==> src/rtl/fcpu_pkg.sv <==
// Shared CPU definitions: datapath widths, opcodes and memory-port request classes.
// The memory classes let the port arbiter decode an MFU opcode in one place.
package fcpu_pkg;

    localparam int DATA_W   = 32;
    localparam int INSTR_W  = 6;
    localparam int RSV_ID_W = 4;
    localparam int CDB_W    = RSV_ID_W + DATA_W;
    localparam int IO_W     = 8;

    localparam logic [INSTR_W-1:0] I_NOP    = 6'd0;
    localparam logic [INSTR_W-1:0] I_ADD    = 6'd1;
    localparam logic [INSTR_W-1:0] I_SUB    = 6'd2;
    localparam logic [INSTR_W-1:0] I_LOAD   = 6'd16;
    localparam logic [INSTR_W-1:0] I_LOADB  = 6'd17;
    localparam logic [INSTR_W-1:0] I_LOADR  = 6'd18;
    localparam logic [INSTR_W-1:0] I_STORE  = 6'd19;
    localparam logic [INSTR_W-1:0] I_STOREB = 6'd20;
    localparam logic [INSTR_W-1:0] I_STORER = 6'd21;
    localparam logic [INSTR_W-1:0] I_INPUT  = 6'd22;
    localparam logic [INSTR_W-1:0] I_OUTPUT = 6'd23;

    typedef enum logic [2:0] {
        MC_NONE,
        MC_RAM_LD,
        MC_RAM_ST,
        MC_IO_IN,
        MC_IO_OUT
    } mem_class_t;

    typedef enum logic {
        GRANT_FETCH,
        GRANT_MFU
    } grant_t;

    function automatic mem_class_t mem_class(input logic [INSTR_W-1:0] opcode);
        mem_class_t cls;
        case (opcode)
            I_LOAD, I_LOADB, I_LOADR:    cls = MC_RAM_LD;
            I_STORE, I_STOREB, I_STORER: cls = MC_RAM_ST;
            I_INPUT:                     cls = MC_IO_IN;
            I_OUTPUT:                    cls = MC_IO_OUT;
            default:                     cls = MC_NONE;
        endcase
        return cls;
    endfunction

endpackage

==> src/rtl/fifo.sv <==
// Small synchronous FIFO with a registered head; no write-to-read bypass, so
// an entry becomes visible on the output the cycle after it is pushed.
module fifo #(
    parameter int FIFO_DEPTH_W = 1,
    parameter int DATA_W       = 32
) (
    input  logic              clk,
    input  logic              rst,
    input  logic              a_valid_i,
    input  logic [DATA_W-1:0] a_data_i,
    output logic              a_ready_o,
    output logic              b_valid_o,
    output logic [DATA_W-1:0] b_data_o,
    input  logic              b_ready_i
);

    localparam int DEPTH = 1 << FIFO_DEPTH_W;

    logic [DATA_W-1:0]       mem_q [DEPTH];
    logic [FIFO_DEPTH_W-1:0] wr_ptr_q, wr_ptr_d;
    logic [FIFO_DEPTH_W-1:0] rd_ptr_q, rd_ptr_d;
    logic [FIFO_DEPTH_W:0]   cnt_q, cnt_d;
    logic                    push, pop;

    always_comb begin
        a_ready_o = (cnt_q != (FIFO_DEPTH_W+1)'(DEPTH));
        b_valid_o = (cnt_q != '0);
        b_data_o  = mem_q[rd_ptr_q];
        push      = a_valid_i && a_ready_o;
        pop       = b_valid_o && b_ready_i;
        wr_ptr_d  = push ? wr_ptr_q + FIFO_DEPTH_W'(1) : wr_ptr_q;
        rd_ptr_d  = pop ? rd_ptr_q + FIFO_DEPTH_W'(1) : rd_ptr_q;
        cnt_d     = cnt_q;
        case ({push, pop})
            2'b10:   cnt_d = cnt_q + (FIFO_DEPTH_W+1)'(1);
            2'b01:   cnt_d = cnt_q - (FIFO_DEPTH_W+1)'(1);
            default: cnt_d = cnt_q;
        endcase
    end

    always_ff @(posedge clk) begin
        if (rst) begin
            wr_ptr_q <= '0;
            rd_ptr_q <= '0;
            cnt_q    <= '0;
        end else begin
            wr_ptr_q <= wr_ptr_d;
            rd_ptr_q <= rd_ptr_d;
            cnt_q    <= cnt_d;
        end
    end

    always_ff @(posedge clk) begin
        if (push) begin
            mem_q[wr_ptr_q] <= a_data_i;
        end
    end

endmodule

==> src/rtl/mem_port_arbiter.sv <==
// Shares the single-port data RAM and byte I/O channel between instruction fetch
// and the MFU; load/input results return on the CDB in MFU acceptance order.
module mem_port_arbiter
    import fcpu_pkg::*;
#(
    parameter int ADDR_W     = 14,
    parameter int RESP_DEPTH = 2
) (
    input  logic                clk,
    input  logic                rst,
    input  logic                f_valid,
    input  logic [DATA_W-1:0]   f_address,
    output logic                f_ready,
    output logic                f_rdata_valid,
    output logic [DATA_W-1:0]   f_rdata,
    input  logic                m_valid,
    input  logic [INSTR_W-1:0]  m_opcode,
    input  logic [RSV_ID_W-1:0] m_rsv_id,
    input  logic [DATA_W-1:0]   m_address,
    input  logic [DATA_W-1:0]   m_data,
    output logic                m_ready,
    output logic [CDB_W-1:0]    o_cdb,
    output logic                o_cdb_valid,
    input  logic                o_cdb_ready,
    output logic                ram_en,
    output logic                ram_we,
    output logic [ADDR_W-1:0]   ram_addr,
    output logic [DATA_W-1:0]   ram_wdata,
    input  logic [DATA_W-1:0]   ram_rdata,
    input  logic                io_in_valid,
    input  logic [IO_W-1:0]     io_in_data,
    output logic                io_in_ready,
    output logic                io_out_valid,
    output logic [IO_W-1:0]     io_out_data,
    input  logic                io_out_ready
);

    localparam int CNT_W = $clog2(RESP_DEPTH + 1) + 1;

    grant_t                last_grant_q, last_grant_d;
    logic                  fetch_pend_q, fetch_pend_d;
    logic                  push_vld_q, push_vld_d;
    logic                  push_ram_q, push_ram_d;
    logic [RSV_ID_W-1:0]   push_tag_q, push_tag_d;
    logic [IO_W-1:0]       push_io_q, push_io_d;
    logic [CNT_W-1:0]      buf_cnt_q, buf_cnt_d;

    mem_class_t            m_class;
    logic                  credit_ok;
    logic                  mfu_elig, mfu_needs_ram;
    logic                  fetch_req, mfu_ram_req, contested;
    logic                  mfu_wins_ram, fetch_grant, mfu_accept;
    logic                  cdb_pop;
    logic [CDB_W-1:0]      push_data;
    logic                  fifo_a_ready, fifo_b_valid;
    logic [CDB_W-1:0]      fifo_b_data;
    logic                  unused_addr_bits;

    assign unused_addr_bits = ^{f_address[DATA_W-1:ADDR_W], m_address[DATA_W-1:ADDR_W]};

    // Credits count reads in flight plus buffered results; a pop this cycle frees nothing yet.
    always_comb begin
        m_class       = mem_class(m_opcode);
        credit_ok     = (CNT_W'(push_vld_q) + buf_cnt_q) < CNT_W'(RESP_DEPTH);
        mfu_elig      = 1'b0;
        mfu_needs_ram = 1'b0;
        case (m_class)
            MC_RAM_LD: begin
                mfu_elig      = credit_ok;
                mfu_needs_ram = 1'b1;
            end
            MC_RAM_ST: begin
                mfu_elig      = 1'b1;
                mfu_needs_ram = 1'b1;
            end
            MC_IO_IN:  mfu_elig = io_in_valid && credit_ok;
            MC_IO_OUT: mfu_elig = io_out_ready;
            default:   mfu_elig = 1'b1;
        endcase
        fetch_req    = f_valid && !rst;
        mfu_ram_req  = m_valid && !rst && mfu_elig && mfu_needs_ram;
        contested    = fetch_req && mfu_ram_req;
        mfu_wins_ram = mfu_ram_req && (!fetch_req || last_grant_q == GRANT_FETCH);
        fetch_grant  = fetch_req && !mfu_wins_ram;
        mfu_accept   = m_valid && !rst && mfu_elig && (!mfu_needs_ram || mfu_wins_ram);
        cdb_pop      = fifo_b_valid && o_cdb_ready;
    end

    always_comb begin
        last_grant_d = last_grant_q;
        if (contested) begin
            last_grant_d = mfu_wins_ram ? GRANT_MFU : GRANT_FETCH;
        end
        fetch_pend_d = fetch_grant;
        push_vld_d   = mfu_accept && (m_class == MC_RAM_LD || m_class == MC_IO_IN);
        push_ram_d   = (m_class == MC_RAM_LD);
        push_tag_d   = m_rsv_id;
        push_io_d    = io_in_data;
        buf_cnt_d    = buf_cnt_q;
        case ({push_vld_q, cdb_pop})
            2'b10:   buf_cnt_d = buf_cnt_q + CNT_W'(1);
            2'b01:   buf_cnt_d = buf_cnt_q - CNT_W'(1);
            default: buf_cnt_d = buf_cnt_q;
        endcase
    end

    always_ff @(posedge clk) begin
        if (rst) begin
            last_grant_q <= GRANT_FETCH;
            fetch_pend_q <= 1'b0;
            push_vld_q   <= 1'b0;
            buf_cnt_q    <= '0;
        end else begin
            last_grant_q <= last_grant_d;
            fetch_pend_q <= fetch_pend_d;
            push_vld_q   <= push_vld_d;
            buf_cnt_q    <= buf_cnt_d;
        end
    end

    always_ff @(posedge clk) begin
        push_ram_q <= push_ram_d;
        push_tag_q <= push_tag_d;
        push_io_q  <= push_io_d;
    end

    always_comb begin
        f_ready       = fetch_grant;
        f_rdata_valid = fetch_pend_q;
        f_rdata       = fetch_pend_q ? ram_rdata : '0;
        m_ready       = mfu_accept;
        ram_en        = fetch_grant || (mfu_accept && mfu_needs_ram);
        ram_we        = mfu_accept && (m_class == MC_RAM_ST);
        ram_addr      = '0;
        if (mfu_accept && mfu_needs_ram) begin
            ram_addr = m_address[ADDR_W-1:0];
        end else if (fetch_grant) begin
            ram_addr = f_address[ADDR_W-1:0];
        end
        ram_wdata     = ram_we ? m_data : '0;
        io_in_ready   = mfu_accept && (m_class == MC_IO_IN);
        io_out_valid  = mfu_accept && (m_class == MC_IO_OUT);
        io_out_data   = io_out_valid ? m_data[IO_W-1:0] : '0;
        o_cdb_valid   = fifo_b_valid;
        o_cdb         = fifo_b_valid ? fifo_b_data : '0;
        push_data     = {push_tag_q,
                         push_ram_q ? ram_rdata : {{(DATA_W-IO_W){1'b0}}, push_io_q}};
    end

    fifo #(
        .FIFO_DEPTH_W ($clog2(RESP_DEPTH)),
        .DATA_W       (CDB_W)
    ) u_resp_fifo (
        .clk       (clk),
        .rst       (rst),
        .a_valid_i (push_vld_q),
        .a_data_i  (push_data),
        .a_ready_o (fifo_a_ready),
        .b_valid_o (fifo_b_valid),
        .b_data_o  (fifo_b_data),
        .b_ready_i (o_cdb_ready)
    );

    a_no_overflow: assert property (@(posedge clk) disable iff (rst) push_vld_q |-> fifo_a_ready);

endmodule

==> config.mk <==
export PLATFORM = sky130hd
export DESIGN_NAME = mem_port_arbiter
export DESIGN_NICKNAME = d
export VERILOG_FILES = /design/src/rtl/fcpu_pkg.sv /design/src/rtl/fifo.sv /design/src/rtl/mem_port_arbiter.sv
export SDC_FILE = /design/constraint.sdc
export NUM_CORES = 1
export LEC_CHECK = 0
export ABC_AREA = 1
export CAP_MARGIN = 40
export CORE_MARGIN = 3
export CORE_UTILIZATION = 38
export DETAILED_ROUTE_END_ITERATION = 12
export PLACE_DENSITY = 0.85
export SYNTH_ARGS = -nofsm -noshare
export SYNTH_HDL_FRONTEND = slang
export SYNTH_SLANG_ARGS = --single-unit
==> constraint.sdc <==
create_clock -name clk -period 3.41 [get_ports clk]
set_clock_uncertainty 0.2 [all_clocks]
set_input_delay 0.682 -clock clk [delete_from_list [all_inputs] [get_ports clk]]
set_output_delay 0.682 -clock clk [all_outputs]
set_load 0.005 [all_outputs]
==> results of run 1 <==
metrics by stage:
stage                     cell area (sq um)  util, %  TNS, ns  hold slack (ns)  power, mW
final                                  8020     66.2        0            0.228       2.66
after global routing                   8020     66.2  -0.0391            0.234       2.76
after CTS                              8030     66.3    -2.39            0.229       2.68
after detailed placement               7570     62.5   -17.36            0.213       1.63
after global placement                 7540     62.3   -14.04            0.207       1.62
after floorplan                        4760        -        0            0.204       1.38
sequential cells by signal (all words and copies together) (netlist names), 2 cells and up, named ones only:
signal             cells
u_resp_fifo.mem_q     72
push_io_q              8
push_tag_q             4
buf_cnt_q              3
u_resp_fifo.cnt_q      2
cells by family (layout without fill, tap and decap cells):
group	count (synthesis)	in the layout	share of synthesized area, %
and+or+nand+nor	256	256	23.9
buffers and inverters	138	414	11.5
DFF	96	96	55.5
AOI/OAI and AO/OA	53	53	5.89
muxes	8	8	1.89
adders and majority gates	4	4	1.21
xor gates and xnor gates	1	1	0.184
per-layer routing:
metal / vias to the layer above / share of wire, %
met5: - / 0
met4: 0 / 2.1
met3: 19 / 8.6
met2: 186 / 53
met1: 2123 / 37
li1: 2281 / -
final cells by class:
cell class                 count  share of cell area, %
timing repair buffer         284                   34.6
sequential                    96                   33.0
multi-input combinational    322                   20.4
inverter                     114                   5.34
clock buffer                  10                   3.12
tap                          168                   2.62
clock inverter                 6                  0.921
cells in the final DEF (no fill, tap or decap), types with 5 or more instances in the layout:
cell,instances
nor2_2,25
buf_4,29
nand4_1,16
o21ai_0,6
nor2_1,26
nand3_1,15
mux2_2,8
clkbuf_2,6
clkbuf_16,10
a21oi_1,45
edfxtp_1,72
inv_1,112
dlymetal6s2s_1,9
nand2_1,155
clkdlybuf4s50_1,180
dlygate4sd2_1,31
dfxtp_1,24
clkdlybuf4s15_2,8
buf_2,10
nand2_2,5
worst max-delay path, delay by kind of cell:
kind / cells / cell delay [ns]
buffers and inverters: 5 / 0.89
AO/OA/AOI/OAI: 1 / 0.17
AND/OR/NAND/NOR: 7 / 0.68
path summary, 6_finish.rpt:
| check | to | cells after the start |
|---|---|---|
| max | ram_wdata[1] | 13 |
| min | u_resp_fifo.mem_q[0][35] | 0 |
| max reg2reg | buf_cnt_q[2] | 12 |
| min reg2reg | u_resp_fifo.mem_q[0][35] | 0 |
timing repair:
item | in CTS | in global routing
buffers inserted | 9 | 4
resized for setup | 105 | 38
setup endpoints to repair | 60 | 60
gates cloned | 2 | 0
pin swaps | 3 | 4
hold endpoints to repair | 0 | 0
power by group through the flow:
stage	Combinational (mW)	Clock [mW]	Sequential, mW
CTS	0.337	1.08	1.27
global route	0.367	1.13	1.27
global placement	0.328	0	1.29
floorplan	0.0960	0	1.29
detailed placement	0.337	0	1.29
finish	0.338	1.06	1.27
==> results by group, run 1 <==
Power and ir drop
  – NetSw: 573 uW
  – Static leakage: 3.92 nW
  – Sw Share: 21.5%
  – Worst vdd ir: 207 uV
  – Comb power frac: 12.7%
  – Clock Power Share: 39.8%
  – Seq pwr share: 47.5%
  – P_int: 2.09 mW
  – Pwr dens: 332 nW/um^2

Synthesis
  – Post-synthesis async set-or-reset flop share: 0%
  – Post-synth cell types: 31
  – Yosys warns: 0
  – Syn Area/Cell: 8.56 sq um
  – Synthesized flop and latch total: 96
  – Synth area leader: edfxtp_1
  – Top cell type's share of synthesized area: 45.4%
  – Top_reg_cell synth: edfxtp_1
  – Post-synthesis sequential area ratio: 55.5%
  – Area contributors post-synth: edfxtp_1 (45%), nand2_1 (12%), dfxtp_1 (10%)
  – Gate count of the mapped netlist: 556
  – Top cells by count, synth: nand2_1 (157), inv_1 (113), edfxtp_1 (72)
  – Mapped cell area: 4760 sq um
  – Most common cell in the netlist: nand2_1
  – Mapped Nets: 713
  – Post-synth EDFFs: 72

Die
  – Core area: 12,100 sq um
  – Initial Util: 39.3%
  – Die area: 13,900 sq um
  – Die height: 118 microns
  – Rows: 40
  – I/O pins: 283
  – Chip Width: 118 microns

GRT
  – M3 GR Usage: 7.30%
  – M2 GR Usage: 37.5%
  – GRT Overall Usage: 20.4%
  – Vias in the first global route: 4,493
  – Total global routing overflow: 0
  – Initial antenna violation count: 0
  – Met1 usage: 21.8%
  – Global-route wire length before repair: 22,800 microns
  – GR peak layer: met2
  – Largest net degree at the start of global routing: 38

Run
  – Total of max-cap violations: 0

Routing
  – Wirelength, routed: 14,500 microns
  – DR DRC count: 0
  – Vias post-DR: 4,609
  – DR vias/cell: 4.61
  – DRT iter0 DRCs: 194
  – Post-DR wirelength/cell: 14.5 microns
  – Routed Antenna Nets: 0
  – Drt pass-1 iters: 5

Clocking
  – H-tree depth: 3
  – Clk pin slew, worst setup/hold paths: 0.06 ns
  – CTS buffer count: 9
  – Hold_buf cts: 0
  – Clock root cell: clkbuf_16
  – CTS tree: done
  – Worst skew pair latency: 0.33 ns
  – Clk sink count: 96
  – Clk buf depth: 2

Worst setup path
  – Cell Chain, Critical Path: dlygate4sd2_1 -> inv_2 -> nor2_1 -> nor2_2 -> nand3_2 -> nand2_2 -> nand2_2 -> a21oi_4 -> buf_6 -> nand3b_4 -> buf_12 -> nor2_1 -> clkdlybuf4s15_1
  – CP Launch Point: m_opcode[2]
  – CP max stage delay: 0.26 ns
  – Reg2reg setup slack: 0.94 ns
  – Startpoint types: input pin
  – Worst Path Max Fanout: 9
  – CP Data Arrival Time: 2.44 ns
  – Crit. End Element: primary output
  – Worst EP required: 2.53 ns
  – Worst r2r src: u_resp_fifo.cnt_q[1]
  – Crit Path Class: input pin to primary output
  – CP max stage cell: dlygate4sd2_1

Run status
  – Status: finished, final reports clean

Placed design
  – Setup WS pre-CTS: -0.364 ns
  – Dpl hpwl: 10,600 microns
  – Dpl cells: 969
  – Placer's final routability congestion estimate: 0.809
  – Buffers on Ports: 246

STA
  – Crit path time final: 3.32 ns
  – Final Max Tran Viols: 0
  – FMAX: 301 MHz
  – Worst-Margin Slew: 0.428 ns
  – Final cycle utilization of the critical path: 97.4%
  – Final setup violation count: 0
  – Slew headroom: 71.5%
  – Hold Fails Final Rpt: 0
  – Final WS setup: 0.0903 ns

Final layout
  – Nets: 984
  – Register Area: 2640 sq um
  – Number of diodes: 0
  – Proportion of layout cells with a drive suffix above 1: 15.5%
  – Non-filler cells, final: 1,000
  – Footprint of the multi-input gates: 1640 sq um
  – Area growth syn-to-layout: 68.3%
  – Filler cells: 993

Min path
  – Worst Min Path Start: push_tag_q[3]
  – Tightest Hold Check Type: flop to flop
No activity file was read; power rests on OpenSTA's default activity.
==> inputs of run 2 (changes only) <==
- CORE_ASPECT_RATIO: not set -> 0.75
==> run 2 against run 1 <==
Total power decreased by 5.3%. Core utilization increased by 0.93 points. Sequential power about the same. Worst hold slack got worse by 0.00088 ns. Wire length increased by 2.2%. Cell area decreased by 0.27%. Fmax decreased by 1.3%. Critical endpoint is now ram_wdata[7].
==> results by group, run 2 (synthesized netlist as in run 1, its figures left out) <==
GRT
  – GRT Overall Usage: 19.8% (-0.60 points)
  – Global-route wire length before repair: 21,400 microns (-5.9%)
  – Total global routing overflow: 0 (unchanged)
  – Vias in the first global route: 4,342 (-3.4%)
  – M3 GR Usage: 7.37% (+0.062 points)
  – M2 GR Usage: 36.4% (-1.1 points)
  – Initial antenna violation count: 0 (unchanged)
  – Largest net degree at the start of global routing: 37 (-2.6%)
  – Met1 usage: 21.6% (-0.22 points)
  – GR peak layer: met2

Die
  – Rows: 34 (-15%)
  – Initial Util: 40.0% (+0.66 points)
  – Chip Width: 135 microns (+15%)
  – I/O pins: 283 (unchanged)
  – Core area: 11,900 sq um (-1.7%)
  – Die area: 13,900 sq um (about the same)
  – Die height: 103 microns (-13%)

Power and ir drop
  – Static leakage: 3.91 nW (-0.22%)
  – Pwr dens: 315 nW/um^2 (-5.1%)
  – Worst vdd ir: 267 uV (+29%)

Clocking
  – Clk sink count: 96 (unchanged)
  – Clk buf depth: 2 (unchanged)
  – Clock root cell: clkbuf_16
  – CTS buffer count: 9 (unchanged)
  – H-tree depth: 3 (unchanged)
  – Worst skew pair latency: 0.34 ns (about the same)
  – Clk pin slew, worst setup/hold paths: 0.07 ns (about the same)
  – Hold_buf cts: 0 (unchanged)
  – CTS tree: done

Routing
  – DR DRC count: 0 (unchanged)
  – DRT iter0 DRCs: 212 (+9.3%)
  – Vias post-DR: 4,617 (+0.17%)
  – Routed Antenna Nets: 0 (unchanged)
  – Wirelength, routed: 14,800 microns (+2.2%)
  – Drt pass-1 iters: 4 (-1)
  – DR vias/cell: 4.63 (+0.47%)
  – Post-DR wirelength/cell: 14.9 microns (+2.5%)

Final layout
  – Top reg by flops: u_resp_fifo.mem_q
  – Footprint of the multi-input gates: 1640 sq um (-0.15%)
  – Non-filler cells, final: 997 (-0.30%)
  – Most common cell after layout, fill and taps aside: clkdlybuf4s50_1
  – Filler cells: 939 (-5.4%)
  – Register Area: 2640 sq um (unchanged)
  – Proportion of layout cells with a drive suffix above 1: 13.8% (-1.7 points)
  – Number of diodes: 0 (unchanged)
  – Area growth syn-to-layout: 67.9%
  – Nets: 987 (+0.30%)
  – Max reg flops: 72 (unchanged)
  – Commonest non-fill, non-tap cells in the layout: clkdlybuf4s50_1 (179), nand2_1 (156), inv_1 (111)
  – Largest regs: u_resp_fifo.mem_q: 72 flops, push_io_q: 8 flops, push_tag_q: 4 flops

Worst setup path
  – Crit Path Class: input pin to primary output
  – Startpoint types: input pin
  – CP max stage delay: 0.25 ns (about the same)
  – Crit. End Element: primary output
  – CP Data Arrival Time: 2.48 ns (+0.04 ns)
  – Cell Chain, Critical Path: dlygate4sd2_1 -> inv_2 -> nor2_2 -> nor2_2 -> nand3_1 -> nand2_1 -> nand2_2 -> a21oi_4 -> nand3b_4 -> buf_16 -> buf_8 -> nor2_2 -> clkdlybuf4s15_2
  – R2r worst-path depth: 11 (-1)
  – Most used cell, CP: nor2_2
  – Worst Path Max Fanout: 8 (-1)
  – Worst EP required: 2.53 ns (about the same)
  – CP max stage cell: dlygate4sd2_1
  – Reg2reg setup slack: 0.77 ns (-0.17 ns)
  – Worst Path Buf+Inv: 5 (unchanged)
  – Crit path max-delay family: buffers and inverters
  – Worst R2R End: buf_cnt_q[1]
  – Worst r2r src: u_resp_fifo.cnt_q[1]

STA
  – Slew headroom: 53.9% (-18 points)
  – Final Max Tran Viols: 0 (unchanged)
  – Worst hold slack: 0.227 ns (-0.000878 ns)
  – Final WS setup: 0.0457 ns (-0.0447 ns)
  – Post-Route Setup TNS: 0 ns (unchanged)
  – Worst-Margin Slew: 0.689 ns (+0.261 ns)
  – Crit path time final: 3.36 ns (+0.0447 ns)
  – Final cycle utilization of the critical path: 98.7% (+1.3 points)
  – Final setup violation count: 0 (unchanged)
  – FMAX: 297 MHz (-1.3%)
  – Hold Fails Final Rpt: 0 (unchanged)

Placed design
  – Dpl cells: 962 (-0.72%)
  – Setup WS pre-CTS: -0.341 ns (+0.0237 ns)
  – Buffers on Ports: 246 (unchanged)
  – Placer's final routability congestion estimate: 0.810 (+0.20%)
  – Dpl hpwl: 10,700 microns (+1.0%)

Min path
  – Hold path depth: 0 (unchanged)
  – Hold EP: u_resp_fifo.mem_q[1][35]
  – Tightest Hold Check Type: flop to flop
  – Worst Min Path Start: push_tag_q[3]

Run
  – Total of max-cap violations: 0 (unchanged)

Run status
  – Status: finished, final reports clean
run 2: power by group:
| group | leakage (nW) | internal (mW) | switching [mW] | total, mW |
|---|---|---|---|---|
| clock | 0.123 | 0.496 | 0.422 | 0.918 |
| sequential | 0.954 | 1.26 | 0.00406 | 1.26 |
| combinational | 2.83 | 0.206 | 0.134 | 0.340 |
run 2: how the worst max path moves through the flow:
stage                               from                 endpoint  slack (ns)  cells after the start
global route                 m_opcode[2]             ram_wdata[7]       -0.03                     13
detailed placement           m_opcode[1]           io_out_data[2]       -0.34                     11
finish                       m_opcode[2]             ram_wdata[7]        0.05                     13
CTS                          m_opcode[3]           io_out_data[4]       -0.05                     12
floorplan           u_resp_fifo.cnt_q[0]  u_resp_fifo.mem_q[1][0]        0.60                      4
global placement             m_opcode[4]           io_out_data[3]       -0.27                     10
run 2: worst register-to-register path: stages (launching register included):
cell     delay (ns)
dfxtp_1        0.34
nor2_2         0.40
buf_4          0.40
inv_1          0.12
nand2_1        0.09
inv_1          0.09
ha_1           0.20
inv_1          0.10
fa_1           0.42
nor2_1         0.09
a21oi_1        0.05
nor2_1         0.08
run 2: area by class of cell:
type / instances / share of cell area [%]
multi-input cells: 322 / 20.5
inverters: 114 / 5.35
repair buffers: 287 / 35.2
clock inverters: 6 / 0.548
well taps: 162 / 2.54
clock buffers: 10 / 2.86
flip-flops and latches: 96 / 33.1
run 2: layer usage:
layer,routed length (microns),up-vias
li1,-,2285
met1,5560,2120
met2,7610,193
met3,1390,19
met4,269,0
met5,0,-
run 2: metrics by stage:
| stage | util, % | power (mW) | area, sq um |
|---|---|---|---|
| 2_1_floorplan | - | 1.38 | 4760 |
| 3_3_place_gp | 63.3 | 1.62 | 7540 |
| 3_5_place_dp | 63.3 | 1.63 | 7540 |
| 4_1_cts | 66.9 | 2.54 | 7970 |
| 5_1_grt | 67.1 | 2.61 | 8000 |
| 6_report | 67.1 | 2.52 | 8000 |
run 2: what timing repair did:
item | CTS | global route
endpoints found under the setup margin | 60 | 21
setup buffers | 14 | 4
gates cloned | 2 | 0
gates resized for setup | 91 | 23
pin swaps | 5 | 8
==> inputs of run 3 (changes only) <==
- SKIP_LAST_GASP: not set -> 1
==> run 3 against run 2 <==
Global-route usage stayed put. Critical endpoint is now io_out_data[7]. First-iteration DRC count decreased by 9.0%. The flow now finishes with violations (setup timing). Clock power is essentially flat. Critical path depth down 1. Core utilization is 0.50 points higher. Cell area is 0.75% higher. Largest cell class unchanged.
==> results by group, run 3 (synthesized netlist as in run 1, its figures left out) <==
Run status
  – Status: complete, but fails checks
  – Failing checks: setup timing

Die
  – Die height: 103 microns (unchanged)
  – Rows: 34 (unchanged)
  – Core area: 11,900 sq um (unchanged)
  – Initial Util: 40.0% (unchanged)
  – Die area: 13,900 sq um (unchanged)
  – I/O pins: 283 (unchanged)
  – Chip Width: 135 microns (unchanged)

STA
  – Unrepaired setup endpoints after global routing: true
  – Worst hold slack: 0.228 ns (+0.00133 ns)
  – Final cycle utilization of the critical path: 100% (+1.5 points)
  – Crit path time final: 3.42 ns (+0.0507 ns)
  – Worst-Margin Slew: 0.680 ns (-0.00881 ns)
  – Post-Route Setup TNS: -0.00507 ns (-0.00507 ns)
  – Final Max Tran Viols: 0 (unchanged)
  – Final setup violation count: 1 (+1)
  – FMAX: 293 MHz (-1.5%)
  – Slew headroom: 54.5% (+0.59 points)
  – Hold Fails Final Rpt: 0 (unchanged)
  – Final WS setup: -0.00507 ns (-0.0507 ns)

GRT
  – Global-route wire length before repair: 21,400 microns (about the same)
  – Total global routing overflow: 0 (unchanged)
  – Vias in the first global route: 4,350 (+0.18%)
  – Initial antenna violation count: 0 (unchanged)
  – Largest net degree at the start of global routing: 37 (unchanged)
  – GRT Overall Usage: 19.8% (unchanged)

Final layout
  – Area growth syn-to-layout: 69.2%
  – Non-filler cells, final: 998 (+0.10%)
  – Proportion of layout cells with a drive suffix above 1: 13.5% (-0.26 points)
  – Top reg by flops: u_resp_fifo.mem_q
  – Nets: 988 (+0.10%)
  – Largest regs: u_resp_fifo.mem_q: 72 flops, push_io_q: 8 flops, push_tag_q: 4 flops
  – Number of diodes: 0 (unchanged)
  – Post-route design area: 8060 sq um (+0.75%)
  – Most common cell after layout, fill and taps aside: clkdlybuf4s50_1
  – Final core occ: 67.6% (+0.50 points)
  – Commonest non-fill, non-tap cells in the layout: clkdlybuf4s50_1 (183), nand2_1 (156), inv_1 (112)
  – Max reg flops: 72 (unchanged)

Power and ir drop
  – Total Power: 2.52 mW (about the same)
  – Worst vdd ir: 267 uV (-0.13%)
  – Pwr dens: 313 nW/um^2 (-0.75%)
  – Static leakage: 4.09 nW (+4.7%)

Placed design
  – Dpl cells: 962 (unchanged)
  – Buffers on Ports: 246 (unchanged)
  – Dpl hpwl: 10,700 microns (unchanged)
  – Placer's final routability congestion estimate: 0.810 (unchanged)
  – Setup WS pre-CTS: -0.341 ns (unchanged)
  – Cell Area, Placed: 7540 sq um (unchanged)

Routing
  – Post-DR wirelength/cell: 14.7 microns (-1.1%)
  – Wirelength, routed: 14,700 microns (-1.0%)
  – Routed Antenna Nets: 0 (unchanged)
  – DR DRC count: 0 (unchanged)
  – Vias post-DR: 4,605 (-0.26%)
  – Drt pass-1 iters: 4 (unchanged)
  – DRT iter0 DRCs: 193 (-9.0%)
  – DR vias/cell: 4.61 (-0.36%)

Worst setup path
  – CP Data Arrival Time: 2.53 ns (+0.05 ns)
  – CP max stage cell: clkdlybuf4s50_1
  – Worst Path Max Fanout: 8 (unchanged)
  – Worst EP required: 2.53 ns (about the same)
  – Startpoint types: input pin
  – Most used cell, CP: nand2_2
  – CP max stage delay: 0.51 ns (+0.26 ns)
  – Crit Path Class: input pin to primary output
  – Crit. End Element: primary output
  – Cell Chain, Critical Path: clkdlybuf4s15_1 -> nand2_2 -> inv_1 -> nor2_2 -> nand3_2 -> nand2_1 -> nand2_2 -> a21oi_4 -> buf_4 -> nand3b_4 -> nor2_1 -> clkdlybuf4s50_1

Run
  – Total of max-cap violations: 0 (unchanged)

Clocking
  – Clk pin slew, worst setup/hold paths: 0.06 ns (about the same)
  – CTS buffer count: 9 (unchanged)
  – Worst skew pair latency: 0.34 ns (about the same)
  – Clk buf depth: 2 (unchanged)
  – Clock root cell: clkbuf_16
  – H-tree depth: 3 (unchanged)
  – Hold_buf cts: 0 (unchanged)
  – Clk sink count: 96 (unchanged)
  – CTS tree: done

Min path
  – Tightest Hold Check Type: flop to flop
run 3: changes by cell type in the layout (fill, tap and decap cells not counted), moves of 3 or more:
cell	previous run	this run
nor2_1	24	27
clkdlybuf4s50_1	179	183
clkbuf_2	3	6
dlygate4sd2_1	48	33
dlymetal6s2s_1	5	18
nor2_2	27	24
run 3: final timing paths:
| check | startpoint | to | slack (ns) | cells past startpoint |
|---|---|---|---|---|
| max | m_opcode[1] | io_out_data[7] | -0.005 | 12 |
| min reg2reg | push_tag_q[3] | u_resp_fifo.mem_q[1][35] | 0.23 | 0 |
| max reg2reg | u_resp_fifo.cnt_q[1] | buf_cnt_q[1] | 0.77 | 11 |
| min | push_tag_q[3] | u_resp_fifo.mem_q[1][35] | 0.23 | 0 |
run 3: what timing repair did:
item,CTS,global route
setup endpoints to repair,60,38
pin swaps,5,6
gates resized for setup,66,36
buffers inserted,14,4
cloned,2,0
run 3: final cells by class:
| cell class | instances | area (sq um) |
|---|---|---|
| well taps | 162 | 203 |
| clock inverters | 6 | 43.8 |
| clock buffers | 10 | 229 |
| fillers | 911 | 3860 |
| inverters | 114 | 428 |
| repair buffers | 288 | 2880 |
| multi-input cells | 322 | 1630 |
| flip-flops and latches | 96 | 2640 |
run 3: layer usage:
layer	vias up	part of all wire (%)	track usage, %	wire length [microns]
li1	2289	-	-	-
met1	2105	37	21.5	5450
met2	186	51	36.2	7490
met3	25	9.1	7.61	1340
met4	0	2.7	5.96	398
met5	-	0	0	0
run 3: critical path, delay by kind of cell:
| family | cells | cell delay [ns] |
|---|---|---|
| and+or+nand+nor | 7 | 0.73 |
| AOI/OAI and AO/OA | 1 | 0.19 |
| buffers and inverters | 4 | 0.94 |
run 3: where the power goes:
group | total, mW | switching, mW | internal [mW]
Combinational | 0.339 | 0.133 | 0.206
Clock | 0.918 | 0.423 | 0.496
Sequential | 1.26 | 0.00404 | 1.26
Total | 2.52 | 0.560 | 1.96
